[config.mk]
export PLATFORM = sky130hd
export DESIGN_NAME = wishbone_bus_if
export DESIGN_NICKNAME = d
export VERILOG_FILES = /design/src/rtl/wishbone_bus_if.sv
export SDC_FILE = /design/constraint.sdc
export NUM_CORES = 1
export LEC_CHECK = 0
export ABC_CLOCK_PERIOD_IN_PS = 3900
export CORE_ASPECT_RATIO = 1.1
export CORE_MARGIN = 1
export CORE_UTILIZATION = 31
export CTS_CLUSTER_DIAMETER = 120
export CTS_CLUSTER_SIZE = 20
export DETAILED_ROUTE_END_ITERATION = 8
export PLACE_DENSITY = 0.65
export REMOVE_ABC_BUFFERS = 1
export SETUP_SLACK_MARGIN = 0.02
export SYNTH_ARGS = -nofsm -noshare
export SYNTH_HDL_FRONTEND = slang
export SYNTH_SLANG_ARGS = --single-unit
[constraint.sdc]
create_clock -name clk -period 3.9 [get_ports clk]
set_clock_uncertainty 0.2 [all_clocks]
set_input_delay 0.39 -clock clk [delete_from_list [all_inputs] [get_ports clk]]
set_output_delay 0.39 -clock clk [all_outputs]
set_load 0.02 [all_outputs]
[src/rtl/wishbone_bus_if.sv]
// wishbone_bus_if
// Bridges the OpenMIPS data-memory port (ce/we/addr/sel/data) onto a
// Wishbone B4 classic single-transfer master. The bridge holds the pipeline
// with stallreq until the slave acknowledges. It keeps read data available
// while other stages keep the pipeline frozen.
//
// Ports
//   clk, rst          system clock; synchronous active-high reset
//   stall_i           pipeline stall vector (nonzero = frozen)
//   flush_i           pipeline flush, aborts any in-flight transfer
//   cpu_ce_i/we_i     CPU transfer request / direction (1 = write)
//   cpu_addr_i        byte address
//   cpu_sel_i         byte lane enables (passed through unmodified)
//   cpu_data_i        write data
//   cpu_data_o        read data to MEM stage (combinational)
//   stallreq          stall request to ctrl (combinational)
//   wb_ack_i, wb_data_i              slave acknowledge / read data
//   wb_addr_o .. wb_cyc_o            registered Wishbone master outputs
//
// state          | meaning
// IDLE           | no transfer; a CPU request launches one
// BUSY           | stb/cyc asserted, waiting for slave ack
// WAIT_FOR_STALL | transfer done, pipeline still frozen; serve rd_buf
module wishbone_bus_if #(
  parameter int ADDR_W = 32,
  parameter int DATA_W = 32
) (
  input  logic                clk,
  input  logic                rst,
  input  logic [5:0]          stall_i,
  input  logic                flush_i,
  input  logic                cpu_ce_i,
  input  logic                cpu_we_i,
  input  logic [ADDR_W-1:0]   cpu_addr_i,
  input  logic [DATA_W/8-1:0] cpu_sel_i,
  input  logic [DATA_W-1:0]   cpu_data_i,
  output logic [DATA_W-1:0]   cpu_data_o,
  output logic                stallreq,
  input  logic                wb_ack_i,
  input  logic [DATA_W-1:0]   wb_data_i,
  output logic [ADDR_W-1:0]   wb_addr_o,
  output logic [DATA_W-1:0]   wb_data_o,
  output logic                wb_we_o,
  output logic [DATA_W/8-1:0] wb_sel_o,
  output logic                wb_stb_o,
  output logic                wb_cyc_o
);

  localparam int SEL_W = DATA_W / 8;

  typedef enum logic [1:0] {
    IDLE           = 2'd0,
    BUSY           = 2'd1,
    WAIT_FOR_STALL = 2'd2
  } state_e;

  state_e              state_q;
  logic [ADDR_W-1:0]   wb_addr_q;
  logic [DATA_W-1:0]   wb_data_q;
  logic                wb_we_q;
  logic [SEL_W-1:0]    wb_sel_q;
  logic                wb_stb_q;
  logic [DATA_W-1:0]   rd_buf_q;

  logic                stalled;

  assign stalled = (stall_i != 6'd0);

  always_ff @(posedge clk) begin
    if (rst) begin
      state_q   <= IDLE;
      wb_addr_q <= '0;
      wb_data_q <= '0;
      wb_we_q   <= 1'b0;
      wb_sel_q  <= '0;
      wb_stb_q  <= 1'b0;
      rd_buf_q  <= '0;
    end else begin
      case (state_q)
        IDLE: begin
          if (cpu_ce_i && !flush_i) begin
            wb_addr_q <= cpu_addr_i;
            wb_data_q <= cpu_data_i;
            wb_we_q   <= cpu_we_i;
            wb_sel_q  <= cpu_sel_i;
            wb_stb_q  <= 1'b1;
            rd_buf_q  <= '0;
            state_q   <= BUSY;
          end else begin
            wb_addr_q <= '0;
            wb_data_q <= '0;
            wb_we_q   <= 1'b0;
            wb_sel_q  <= '0;
            wb_stb_q  <= 1'b0;
          end
        end

        BUSY: begin
          if (flush_i) begin
            // Abort wins over a coincident ack; the result is discarded.
            wb_addr_q <= '0;
            wb_data_q <= '0;
            wb_we_q   <= 1'b0;
            wb_sel_q  <= '0;
            wb_stb_q  <= 1'b0;
            rd_buf_q  <= '0;
            state_q   <= IDLE;
          end else if (wb_ack_i) begin
            wb_addr_q <= '0;
            wb_data_q <= '0;
            wb_we_q   <= 1'b0;
            wb_sel_q  <= '0;
            wb_stb_q  <= 1'b0;
            if (!wb_we_q) begin
              rd_buf_q <= wb_data_i;
            end
            // Parking here while frozen keeps a held ce from re-issuing.
            state_q <= stalled ? WAIT_FOR_STALL : IDLE;
          end
        end

        WAIT_FOR_STALL: begin
          wb_addr_q <= '0;
          wb_data_q <= '0;
          wb_we_q   <= 1'b0;
          wb_sel_q  <= '0;
          wb_stb_q  <= 1'b0;
          if (flush_i) begin
            rd_buf_q <= '0;
            state_q  <= IDLE;
          end else if (!stalled) begin
            state_q <= IDLE;
          end
        end

        default: begin
          wb_addr_q <= '0;
          wb_data_q <= '0;
          wb_we_q   <= 1'b0;
          wb_sel_q  <= '0;
          wb_stb_q  <= 1'b0;
          rd_buf_q  <= '0;
          state_q   <= IDLE;
        end
      endcase
    end
  end

  always_comb begin
    stallreq   = 1'b0;
    cpu_data_o = '0;
    case (state_q)
      IDLE: begin
        stallreq = cpu_ce_i & ~flush_i;
      end
      BUSY: begin
        if (flush_i) begin
          stallreq = 1'b0;
        end else if (wb_ack_i) begin
          // Same-cycle bypass so a zero-wait read costs one stall cycle.
          stallreq   = 1'b0;
          cpu_data_o = wb_we_q ? '0 : wb_data_i;
        end else begin
          stallreq = 1'b1;
        end
      end
      WAIT_FOR_STALL: begin
        cpu_data_o = rd_buf_q;
      end
      default: begin
        stallreq   = 1'b0;
        cpu_data_o = '0;
      end
    endcase
  end

  assign wb_addr_o = wb_addr_q;
  assign wb_data_o = wb_data_q;
  assign wb_we_o   = wb_we_q;
  assign wb_sel_o  = wb_sel_q;
  assign wb_stb_o  = wb_stb_q;
  assign wb_cyc_o  = wb_stb_q;

endmodule

==> results of run 1 <==
==> per-layer routing <==
layer	vias up	global-route usage, %	share of wire (%)
met4	2	6.81	1.5
met3	15	7.49	12
met2	217	29.0	45
li1	2070	-	-
met1	1938	22.3	42
met5	-	0	0.091
==> stage by stage <==
step | std cells | instance area, sq um | hold WS (ns)
finish | 858 | 6750 | 0.255
global route | 858 | 6750 | 0.269
global placement | 842 | 6460 | 0.239
floorplan | 435 | 3990 | 0.226
detailed placement | 842 | 6460 | 0.244
CTS | 858 | 6750 | 0.254
==> final cells by class <==
cell class	instances	area, sq um	share of cell area [%]
Clock buffer	10	239	3.54
Clock inverter	6	51.3	0.760
Inverter	4	15.0	0.222
Multi-Input combinational cell	327	1910	28.3
Sequential cell	104	2080	30.8
Tap cell	184	230	3.41
Timing Repair Buffer	223	2220	32.9
==> sequential cells by signal, indices dropped and copies added (netlist names) <==
signal	flops
rd_buf_q	32
wb_addr_o	32
wb_data_o	32
wb_sel_o	4
state_q	2
wb_cyc_o	1
wb_we_o	1
==> kinds of logic after synthesis <==
| logic type | Yosys count | share of synthesized area (%) |
|---|---|---|
| compound gates | 145 | 24.0 |
| fa+ha+maj | 3 | 0.888 |
| buf+inv | 52 | 6.07 |
| flops | 104 | 49.2 |
| simple gates | 179 | 19.8 |
==> critical path, delay by kind of cell, from the launching register on <==
family / cells / cell delay (ns)
flops: 1 / 0.32
fa+ha+maj: 1 / 0.26
buf+inv: 3 / 1.04
compound gates: 1 / 0.12
simple gates: 3 / 0.55
==> cell usage in the layout, fill, tap and decap left out, drive strengths merged, types with 3 or more instances in the layout <==
cell type / n
a21oi: 37
clkdlybuf4s50: 214
nand2b: 4
nor2b: 33
nor2: 73
a22oi: 101
buf: 9
ha: 3
inv: 6
clkbuf: 10
nand3: 33
nand2: 32
dfxtp: 104
clkinv: 3
==> where the power goes <==
| group | switching [W] | internal, W | total [W] |
|---|---|---|---|
| clock network | 0.000422 | 0.000459 | 0.000881 |
| logic | 0.000171 | 0.000186 | 0.000357 |
| registers | 0.0000147 | 0.00109 | 0.00110 |
==> worst max-delay path by stage <==
stage / startpoint / end / slack [ns]
after floorplan: state_q[1]$_SDFFE_PP0P_ / rd_buf_q[0]$_SDFFE_PP0P_ / -0.22
after global routing: state_q[1]$_SDFFE_PP0P_ / cpu_data_o[1] / 0.50
final: state_q[1]$_SDFFE_PP0P_ / cpu_data_o[1] / 0.65
after detailed placement: flush_i / cpu_data_o[1] / 0.75
after CTS: state_q[1]$_SDFFE_PP0P_ / cpu_data_o[1] / 0.64
after global placement: flush_i / cpu_data_o[1] / 0.80
==> parameters.txt, run 1 <==
Parameter                              Value

Finish
  Antenna fix cells ... 0
  Synthesis-to-finish area growth ... 59.7%
  Fraction of layout cells with a size suffix above 1 ... 4.60%
  Filler cells ... 1259
  Fraction of the core area covered by cells at the end of the flow ... 50.9%
  Number of nets in the final layout ... 784

STA
  Slew of the pin with the lowest slew margin ... 1.08 ns
  Max Transition Viols Final ... 0
  Unrepaired setup endpoints after global routing ... false
  Number of failing setup endpoints in the final timing report ... 0
  Period utilization ... 83.4%
  Relative slew slack ... 28.2%
  Setup Total Neg Slack ... 0 ns
  Final hold violation count ... 0
  Achievable clock frequency ... 308 MHz
  Final setup margin ... 0.648 ns
  Minimum clock period after layout ... 3.25 ns

Detailed routing
  Length of the first detailed-routing pass in iterations ... 7
  DRC violations left ... 0
  Final ANT Viol Nets ... 0
  Vias/cell ... 4.94
  Iteration-0 DRC Markers ... 313
  Avg WL per Cell ... 15.3 um
  Total wire length ... 13.2 mm
  DR vias ... 4242

Floorplanning
  Core area ... 13300 sq um
  Overall die area ... 14100 sq um
  Count of standard-cell rows ... 44
  I/O pin count ... 216
  Height of the die ... 124 um
  Chip Width ... 113 um
  Initial Utilization ... 31.9%

Synthesis
  Count of mapped cells out of synthesis ... 483
  Fraction of synthesized cell area taken by the top area cell type ... 49.2%
  Most used standard cells in the synthesized netlist ... dfxtp_1, a22oi_1, nor2_1
  Post-synthesis async set-or-reset flop share ... 0%
  #FFs+latches synth ... 104
  Biggest area consumer among synthesized cells ... dfxtp_1
  Ys flop type ... dfxtp_1
  Number of enable flip-flop cells after synthesis ... 0
  Count of different cell masters after synthesis ... 24
  Largest cells by area after synthesis ... dfxtp_1, a22oi_1, nor2_1
  Top-count cell post-synth ... dfxtp_1
  Sequential area share after synthesis ... 49.2%
  Count of synthesis-stage warnings from yosys ... 0
  Mapped Area ... 4230 sq um
  Post-Syn Area per Cell ... 8.75 sq um

Clocking
  Number of buffers added by the clock tree synthesis step ... 9
  Number of H-tree levels ... 3
  Master cell of the clock root buffer ... clkbuf_16
  TritonCTS clock tree ... done
  Setup Fix Bufs, Post-CTS ... 0
  Worst-Skew Late Latency ... 0.34 ns
  Total number of clock tree sinks ... 104
  Resized Gates After CTS ... 0
  CTS hold repair buffers ... 0
  Maximum clock path buffer count ... 2
  Clock transition time at the flip-flop clock pins of the worst setup and hold paths ... 0.07 ns

Worst setup path
  R2R Path End ... wb_addr_o[25]$_SDFFE_PP0P_
  Largest stage delay on the critical path ... 0.62 ns
  Worst path slowest cell ... clkdlybuf4s50_1
  Cells on worst reg2reg path ... 7
  Worst-case register-to-register setup slack ... 1.59 ns
  CP Capture Type ... output pin
  Critical Path Fanout Max ... 32
  Startpoint of the lowest-slack register-to-register path ... state_q[1]$_SDFFE_PP0P_
  Worst path cell trace ... inv_1, ha_1, nor2b_2, nor3b_4, buf_4, a22oi_1, nor2b_1, clkdlybuf4s50_1
  Data required time of the worst path ... 3.31 ns
  Type of element launching the critical path ... register
  Endpoint arrival time on the critical path ... 2.66 ns
  Type of the worst setup path ... reg -> out

Job
  Max Cap Viol ... 0

Power
  Ratio of total power to cell area ... 347 nW/um^2
  Maximum VDD drop ... 0.184 mV
  Static power due to leakage ... 2.25 nW
  Total power ... 0.00234 W

Global routing
  Vias in the first global route ... 4147
  Global-route wire length before repair ... 20.8 mm
  Largest net degree at the start of global routing ... 105
  Overall fraction of global-route tracks in use ... 18.4%
  Number of antenna violations at the first check in global routing ... 1
  Overflow left after global routing ... 0

Hold path
  Endpoint, Worst Hold ... rd_buf_q[13]$_SDFFE_PP0P_
  Class of the most critical hold timing path ... reg -> reg
  Hold Path Depth ... 2
  Launch instance of the worst min-delay path ... rd_buf_q[13]$_SDFFE_PP0P_

Placement
  Gpl congestion ... 0.752
  Count of buffers inserted at the top-level ports ... 215
  HPWL reported at the end of detailed placement ... 9.00 mm
  DP Worst Slack ... 0.753 ns

Run status
  Status ... finished clean
Power figures use the tool's default switching activity.
==> run 2, diff against run 1 <==
ABC_CLOCK_PERIOD_IN_PS = 3300   (was 3900)
clock period = 3.3 ns   (was 3.9 ns; I/O delays follow)
==> parameters.txt, run 2 (synthesized netlist as in run 1, its figures left out) <==
Parameter                              Value

STA
  Worst hold-check slack ... 0.251 ns (was 0.255 ns)
  Setup Total Neg Slack ... 0 ns (unchanged)
  Unrepaired setup endpoints after global routing ... false (unchanged)
  Number of failing setup endpoints in the final timing report ... 0 (unchanged)
  Max Transition Viols Final ... 0 (unchanged)
  Achievable clock frequency ... 325 MHz
  Final hold violation count ... 0 (unchanged)
  Minimum clock period after layout ... 3.08 ns
  Slew of the pin with the lowest slew margin ... 1.08 ns (about the same)
  Relative slew slack ... 28.3% (was 28.2%)
  Period utilization ... 93.4%

Clocking
  Total number of clock tree sinks ... 104 (unchanged)
  Number of buffers added by the clock tree synthesis step ... 9 (unchanged)
  Maximum clock path buffer count ... 2 (unchanged)
  Master cell of the clock root buffer ... clkbuf_16 (unchanged)
  Number of H-tree levels ... 3 (unchanged)
  Setup Fix Bufs, Post-CTS ... 0 (unchanged)
  Worst-Skew Late Latency ... 0.34 ns (about the same)
  TritonCTS clock tree ... done (unchanged)
  Clock transition time at the flip-flop clock pins of the worst setup and hold paths ... 0.07 ns (about the same)
  CTS hold repair buffers ... 0 (unchanged)
  Resized Gates After CTS ... 0 (unchanged)

Placement
  Gpl congestion ... 0.762 (was 0.752)
  Cell total after placement ... 844 (was 842)
  Count of buffers inserted at the top-level ports ... 215 (unchanged)
  Placed Instance Area ... 6480 sq um (was 6460 sq um)
  HPWL reported at the end of detailed placement ... 9.00 mm (about the same)

Job
  Max Cap Viol ... 0 (unchanged)

Global routing
  Largest net degree at the start of global routing ... 105 (unchanged)
  Overflow left after global routing ... 0 (unchanged)
  Overall fraction of global-route tracks in use ... 18.0% (was 18.4%)
  Global-route wire length before repair ... 20.3 mm (was 20.8 mm)
  Vias in the first global route ... 3923 (was 4147)
  Number of antenna violations at the first check in global routing ... 0 (was 1)

Power
  Power spent charging and discharging nets ... 0.000674 W (was 0.000607 W)
  Net switching share of the total power ... 24.7% (was 26.0%)
  Clock network fraction of design power ... 36.7% (was 37.6%)
  Portion of total power attributed to sequential cells ... 47.8% (was 47.1%)
  Static power due to leakage ... 2.25 nW (about the same)
  Total power ... 0.00273 W (was 0.00234 W)
  Ratio of total power to cell area ... 404 nW/um^2 (was 347 nW/um^2)
  Maximum VDD drop ... 0.182 mV (was 0.184 mV)
  Internal power of the cells ... 0.00206 W (was 0.00173 W)
  Power share of the combinational group ... 15.5% (was 15.3%)

Worst setup path
  Data required time of the worst path ... 2.77 ns (was 3.31 ns)
  Type of the worst setup path ... reg -> out (unchanged)
  Type of element launching the critical path ... register (unchanged)
  Critical Path Fanout Max ... 32 (unchanged)
  Endpoint arrival time on the critical path ... 2.55 ns (was 2.66 ns)
  CP Capture Type ... output pin (unchanged)

Finish
  Most frequent cells in the layout ... clkdlybuf4s50_1, dfxtp_1, a22oi_1, nor2_1, a21oi_1 (unchanged)
  Filler cells ... 1259 (unchanged)
  Antenna fix cells ... 0 (unchanged)
  Sequential cell area ... 2080 sq um (unchanged)
  Finished Cell Area ... 6760 sq um (was 6750 sq um)
  Most common cell after layout, fill and taps aside ... clkdlybuf4s50_1 (unchanged)
  Final Instance Count excl. Fillers ... 859 (was 858)
  Number of nets in the final layout ... 786 (was 784)
  Synthesis-to-finish area growth ... 59.9% (was 59.7%)
  Total area of multi-input combinational cells ... 1910 sq um (unchanged)
  Fraction of layout cells with a size suffix above 1 ... 4.74% (was 4.60%)

Detailed routing
  Total wire length ... 13.1 mm (was 13.2 mm)
  Iteration-0 DRC Markers ... 295 (was 313)
  Vias/cell ... 4.96 (was 4.94)
  Final ANT Viol Nets ... 0 (unchanged)
  DR vias ... 4259 (was 4242)
  Length of the first detailed-routing pass in iterations ... 4 (was 7)
  Avg WL per Cell ... 15.2 um (was 15.3 um)
  DRC violations left ... 0 (unchanged)

Floorplanning
  Chip Width ... 113 um (unchanged)
  Overall die area ... 14100 sq um (unchanged)
  Initial Utilization ... 31.9% (unchanged)
  Core area ... 13300 sq um (unchanged)
  I/O pin count ... 216 (unchanged)
  Count of standard-cell rows ... 44 (unchanged)
  Height of the die ... 124 um (unchanged)

Hold path
  Class of the most critical hold timing path ... reg -> reg (unchanged)

Run status
  Status ... finished clean (unchanged)
==> run 2: changes by cell type in the layout (fill, tap and decap cells not counted) <==
cell,previous run,this run
clkinv_4,3,2
inv_6,2,0
clkbuf_8,1,2
clkinv_2,0,1
buf_4,8,10
==> run 2: routing by layer <==
metal	up-vias	GRT usage, %	wire [um]	share of wire, %
li1	2070	-	-	-
met1	1976	22.0	5570	43
met2	200	28.3	5910	45
met3	13	7.10	1420	11
met4	0	6.97	187	1.4
met5	-	0	0	0
==> run 2: layout make-up <==
class | count | area share (%)
Timing Repair Buffer | 225 | 33.1
Sequential cell | 104 | 30.8
Multi-Input combinational cell | 327 | 28.3
Clock buffer | 11 | 3.74
Tap cell | 184 | 3.41
Clock inverter | 4 | 0.444
Inverter | 4 | 0.222
==> run 2: path summary, 6_finish.rpt <==
check / cells after the start / start / slack [ns] / to
max: 8 / state_q[1]$_SDFFE_PP0P_ / 0.22 / cpu_data_o[30]
min: 2 / rd_buf_q[31]$_SDFFE_PP0P_ / 0.25 / rd_buf_q[31]$_SDFFE_PP0P_
max reg2reg: 7 / state_q[1]$_SDFFE_PP0P_ / 1.02 / state_q[1]$_SDFFE_PP0P_
min reg2reg: 2 / rd_buf_q[31]$_SDFFE_PP0P_ / 0.25 / rd_buf_q[31]$_SDFFE_PP0P_
==> run 2: critical path, stage by stage (launching register included) <==
cell             delay (ns)
dfxtp_1                0.33
inv_1                  0.08
ha_1                   0.27
nor2b_2                0.20
nor3b_4                0.24
buf_12                 0.22
a22oi_1                0.09
nor2b_1                0.16
clkdlybuf4s50_1        0.63
==> run 2: stage by stage <==
stage | utilization, % | worst slack (ns)
after floorplan | - | -0.825
after global placement | 48.8 | 0.442
after detailed placement | 48.8 | 0.381
after CTS | 50.9 | 0.181
after global routing | 50.9 | 0.0846
final | 50.9 | 0.219
==> run 2: power by group through the flow <==
stage | Combinational (W) | Clock (W) | Sequential, W
after floorplan | 0.000123 | 0 | 0.00136
after global placement | 0.000419 | 0 | 0.00133
after detailed placement | 0.000424 | 0 | 0.00133
after CTS | 0.000426 | 0.00103 | 0.00130
after global routing | 0.000453 | 0.00109 | 0.00131
final | 0.000423 | 0.00100 | 0.00130
==> run 3, diff against run 2 <==
CORE_UTILIZATION = 40   (was 31)
MAX_ROUTING_LAYER = met4   (was default)
PLACE_DENSITY = 0.81   (was 0.65)
==> parameters.txt, run 3 (synthesized netlist as in run 1, its figures left out) <==
Parameter                              Value

Run status
  Status ... finished clean (unchanged)

STA
  Slew of the pin with the lowest slew margin ... 1.05 ns (was 1.08 ns)
  Final hold violation count ... 0 (unchanged)
  Achievable clock frequency ... 323 MHz (was 325 MHz)
  Unrepaired setup endpoints after global routing ... false (unchanged)
  Relative slew slack ... 30.1% (was 28.3%)
  Period utilization ... 93.9% (was 93.4%)
  Minimum clock period after layout ... 3.10 ns (was 3.08 ns)
  Setup Total Neg Slack ... 0 ns (unchanged)
  Number of failing setup endpoints in the final timing report ... 0 (unchanged)
  Worst hold-check slack ... 0.254 ns (was 0.251 ns)
  Max Transition Viols Final ... 0 (unchanged)

Worst setup path
  Type of element launching the critical path ... register (unchanged)
  Worst setup startpoint ... state_q[1]$_SDFFE_PP0P_ (unchanged)
  Largest stage delay on the critical path ... 0.63 ns (about the same)
  CP Capture Type ... output pin (unchanged)
  Endpoint arrival time on the critical path ... 2.57 ns (was 2.55 ns)
  R2R Path End ... state_q[1]$_SDFFE_PP0P_ (unchanged)
  Worst path slowest cell ... clkdlybuf4s50_1 (unchanged)
  Type of the worst setup path ... reg -> out (unchanged)
  Startpoint of the lowest-slack register-to-register path ... state_q[1]$_SDFFE_PP0P_ (unchanged)
  Critical path destination ... cpu_data_o[27] (was cpu_data_o[30])
  Cells on worst reg2reg path ... 7 (unchanged)
  Data required time of the worst path ... 2.77 ns (about the same)
  Worst path cell trace ... inv_1, ha_1, nor2b_2, nor3b_4, buf_12, a22oi_1, nor2b_1, clkdlybuf4s50_1 (unchanged)
  Critical Path Fanout Max ... 32 (unchanged)
  Worst-case register-to-register setup slack ... 0.96 ns (was 1.02 ns)

Clocking
  CTS hold repair buffers ... 0 (unchanged)
  Master cell of the clock root buffer ... clkbuf_16 (unchanged)
  TritonCTS clock tree ... done (unchanged)
  Worst-Skew Late Latency ... 0.34 ns (about the same)
  Number of H-tree levels ... 3 (unchanged)
  Clock transition time at the flip-flop clock pins of the worst setup and hold paths ... 0.07 ns (about the same)
  Setup Fix Bufs, Post-CTS ... 0 (unchanged)
  Total number of clock tree sinks ... 104 (unchanged)
  Maximum clock path buffer count ... 2 (unchanged)
  Number of buffers added by the clock tree synthesis step ... 9 (unchanged)
  Resized Gates After CTS ... 0 (unchanged)

Floorplanning
  Initial Utilization ... 40.9% (was 31.9%)
  Core area ... 10300 sq um (was 13300 sq um)
  Height of the die ... 110 um (was 124 um)
  I/O pin count ... 216 (unchanged)
  Overall die area ... 11000 sq um (was 14100 sq um)
  Chip Width ... 100 um (was 113 um)
  Count of standard-cell rows ... 39 (was 44)

Placement
  Placed Instance Area ... 6410 sq um (was 6480 sq um)
  Gpl congestion ... 0.814 (was 0.762)
  HPWL reported at the end of detailed placement ... 8.87 mm (was 9.00 mm)
  Count of buffers inserted at the top-level ports ... 215 (unchanged)

Finish
  Antenna fix cells ... 0 (unchanged)
  Finished Cell Area ... 6720 sq um (was 6760 sq um)
  Synthesis-to-finish area growth ... 59.0% (was 59.9%)
  Most common cell after layout, fill and taps aside ... clkdlybuf4s50_1 (unchanged)
  Number of nets in the final layout ... 783 (was 786)
  Most frequent cells in the layout ... clkdlybuf4s50_1, dfxtp_1, a22oi_1, nor2_1, a21oi_1 (unchanged)
  Fraction of layout cells with a size suffix above 1 ... 4.31% (was 4.74%)

Hold path
  Class of the most critical hold timing path ... reg -> reg (unchanged)
  Hold Path Depth ... 2 (unchanged)

Global routing
  Overall fraction of global-route tracks in use ... 23.0% (was 18.0%)
  Overflow left after global routing ... 0 (unchanged)
  Global-route wire length before repair ... 19.3 mm (was 20.3 mm)
  Largest net degree at the start of global routing ... 105 (unchanged)
  Number of antenna violations at the first check in global routing ... 0 (unchanged)
  Vias in the first global route ... 4015 (was 3923)

Power
  Ratio of total power to cell area ... 418 nW/um^2 (was 404 nW/um^2)
  Maximum VDD drop ... 0.297 mV (was 0.182 mV)
  Static power due to leakage ... 2.25 nW (about the same)
  Total power ... 0.00281 W (was 0.00273 W)

Detailed routing
  Length of the first detailed-routing pass in iterations ... 4 (unchanged)
  Iteration-0 DRC Markers ... 157 (was 295)
  DR vias ... 4309 (was 4259)
  Final ANT Viol Nets ... 0 (unchanged)
  Vias/cell ... 5.28 (was 4.96)
  Total wire length ... 12.7 mm (was 13.1 mm)
  Avg WL per Cell ... 15.6 um (was 15.2 um)
  DRC violations left ... 0 (unchanged)

Job
  Max Cap Viol ... 0 (unchanged)
run 3: power breakdown:
| group | internal [W] | switching (W) |
|---|---|---|
| sequential | 0.00129 | 0.0000176 |
| clock | 0.000616 | 0.000470 |
| combinational | 0.000220 | 0.000201 |
run 3: worst min path at each step:
stage / startpoint / slack, ns / to
floorplan: rst / 0.20 / rd_buf_q[0]$_SDFFE_PP0P_
global placement: rd_buf_q[25]$_SDFFE_PP0P_ / 0.24 / rd_buf_q[25]$_SDFFE_PP0P_
detailed placement: rd_buf_q[27]$_SDFFE_PP0P_ / 0.25 / rd_buf_q[27]$_SDFFE_PP0P_
CTS: rd_buf_q[27]$_SDFFE_PP0P_ / 0.26 / rd_buf_q[27]$_SDFFE_PP0P_
global route: rd_buf_q[25]$_SDFFE_PP0P_ / 0.27 / rd_buf_q[25]$_SDFFE_PP0P_
finish: rd_buf_q[27]$_SDFFE_PP0P_ / 0.25 / rd_buf_q[27]$_SDFFE_PP0P_
run 3: layout make-up:
class / instances / area [sq um]
Timing Repair Buffer: 222 / 2230
Inverter: 4 / 15.0
Multi-Input combinational cell: 327 / 1910
Tap cell: 143 / 179
Fill cell: 877 / 3620
Clock buffer: 11 / 243
Sequential cell: 104 / 2080
Clock inverter: 5 / 63.8
run 3: through the flow:
stage | worst slack, ns | util, % | instances
2_1_floorplan | -0.825 | - | 435
3_3_place_gp | 0.445 | 62.0 | 800
3_5_place_dp | 0.416 | 62.0 | 800
4_1_cts | 0.195 | 65.0 | 816
5_1_grt | 0.0308 | 65.0 | 816
6_report | 0.201 | 65.0 | 816
run 3: routing by layer:
metal | vias up | global-route usage [%] | part of all wire (%)
met2 | 197 | 36.9 | 48
met4 | 0 | 9.42 | 2.2
li1 | 2070 | - | -
met3 | 18 | 5.28 | 8.1
met5 | - | - | 0
met1 | 2024 | 27.9 | 41
run 3: critical path: cells and delay by family (launching register included):
| kind | cells | cell delay (ns) |
|---|---|---|
| compound gates | 1 | 0.09 |
| fa+ha+maj | 1 | 0.28 |
| buf+inv | 3 | 0.92 |
| flops | 1 | 0.33 |
| simple gates | 3 | 0.60 |
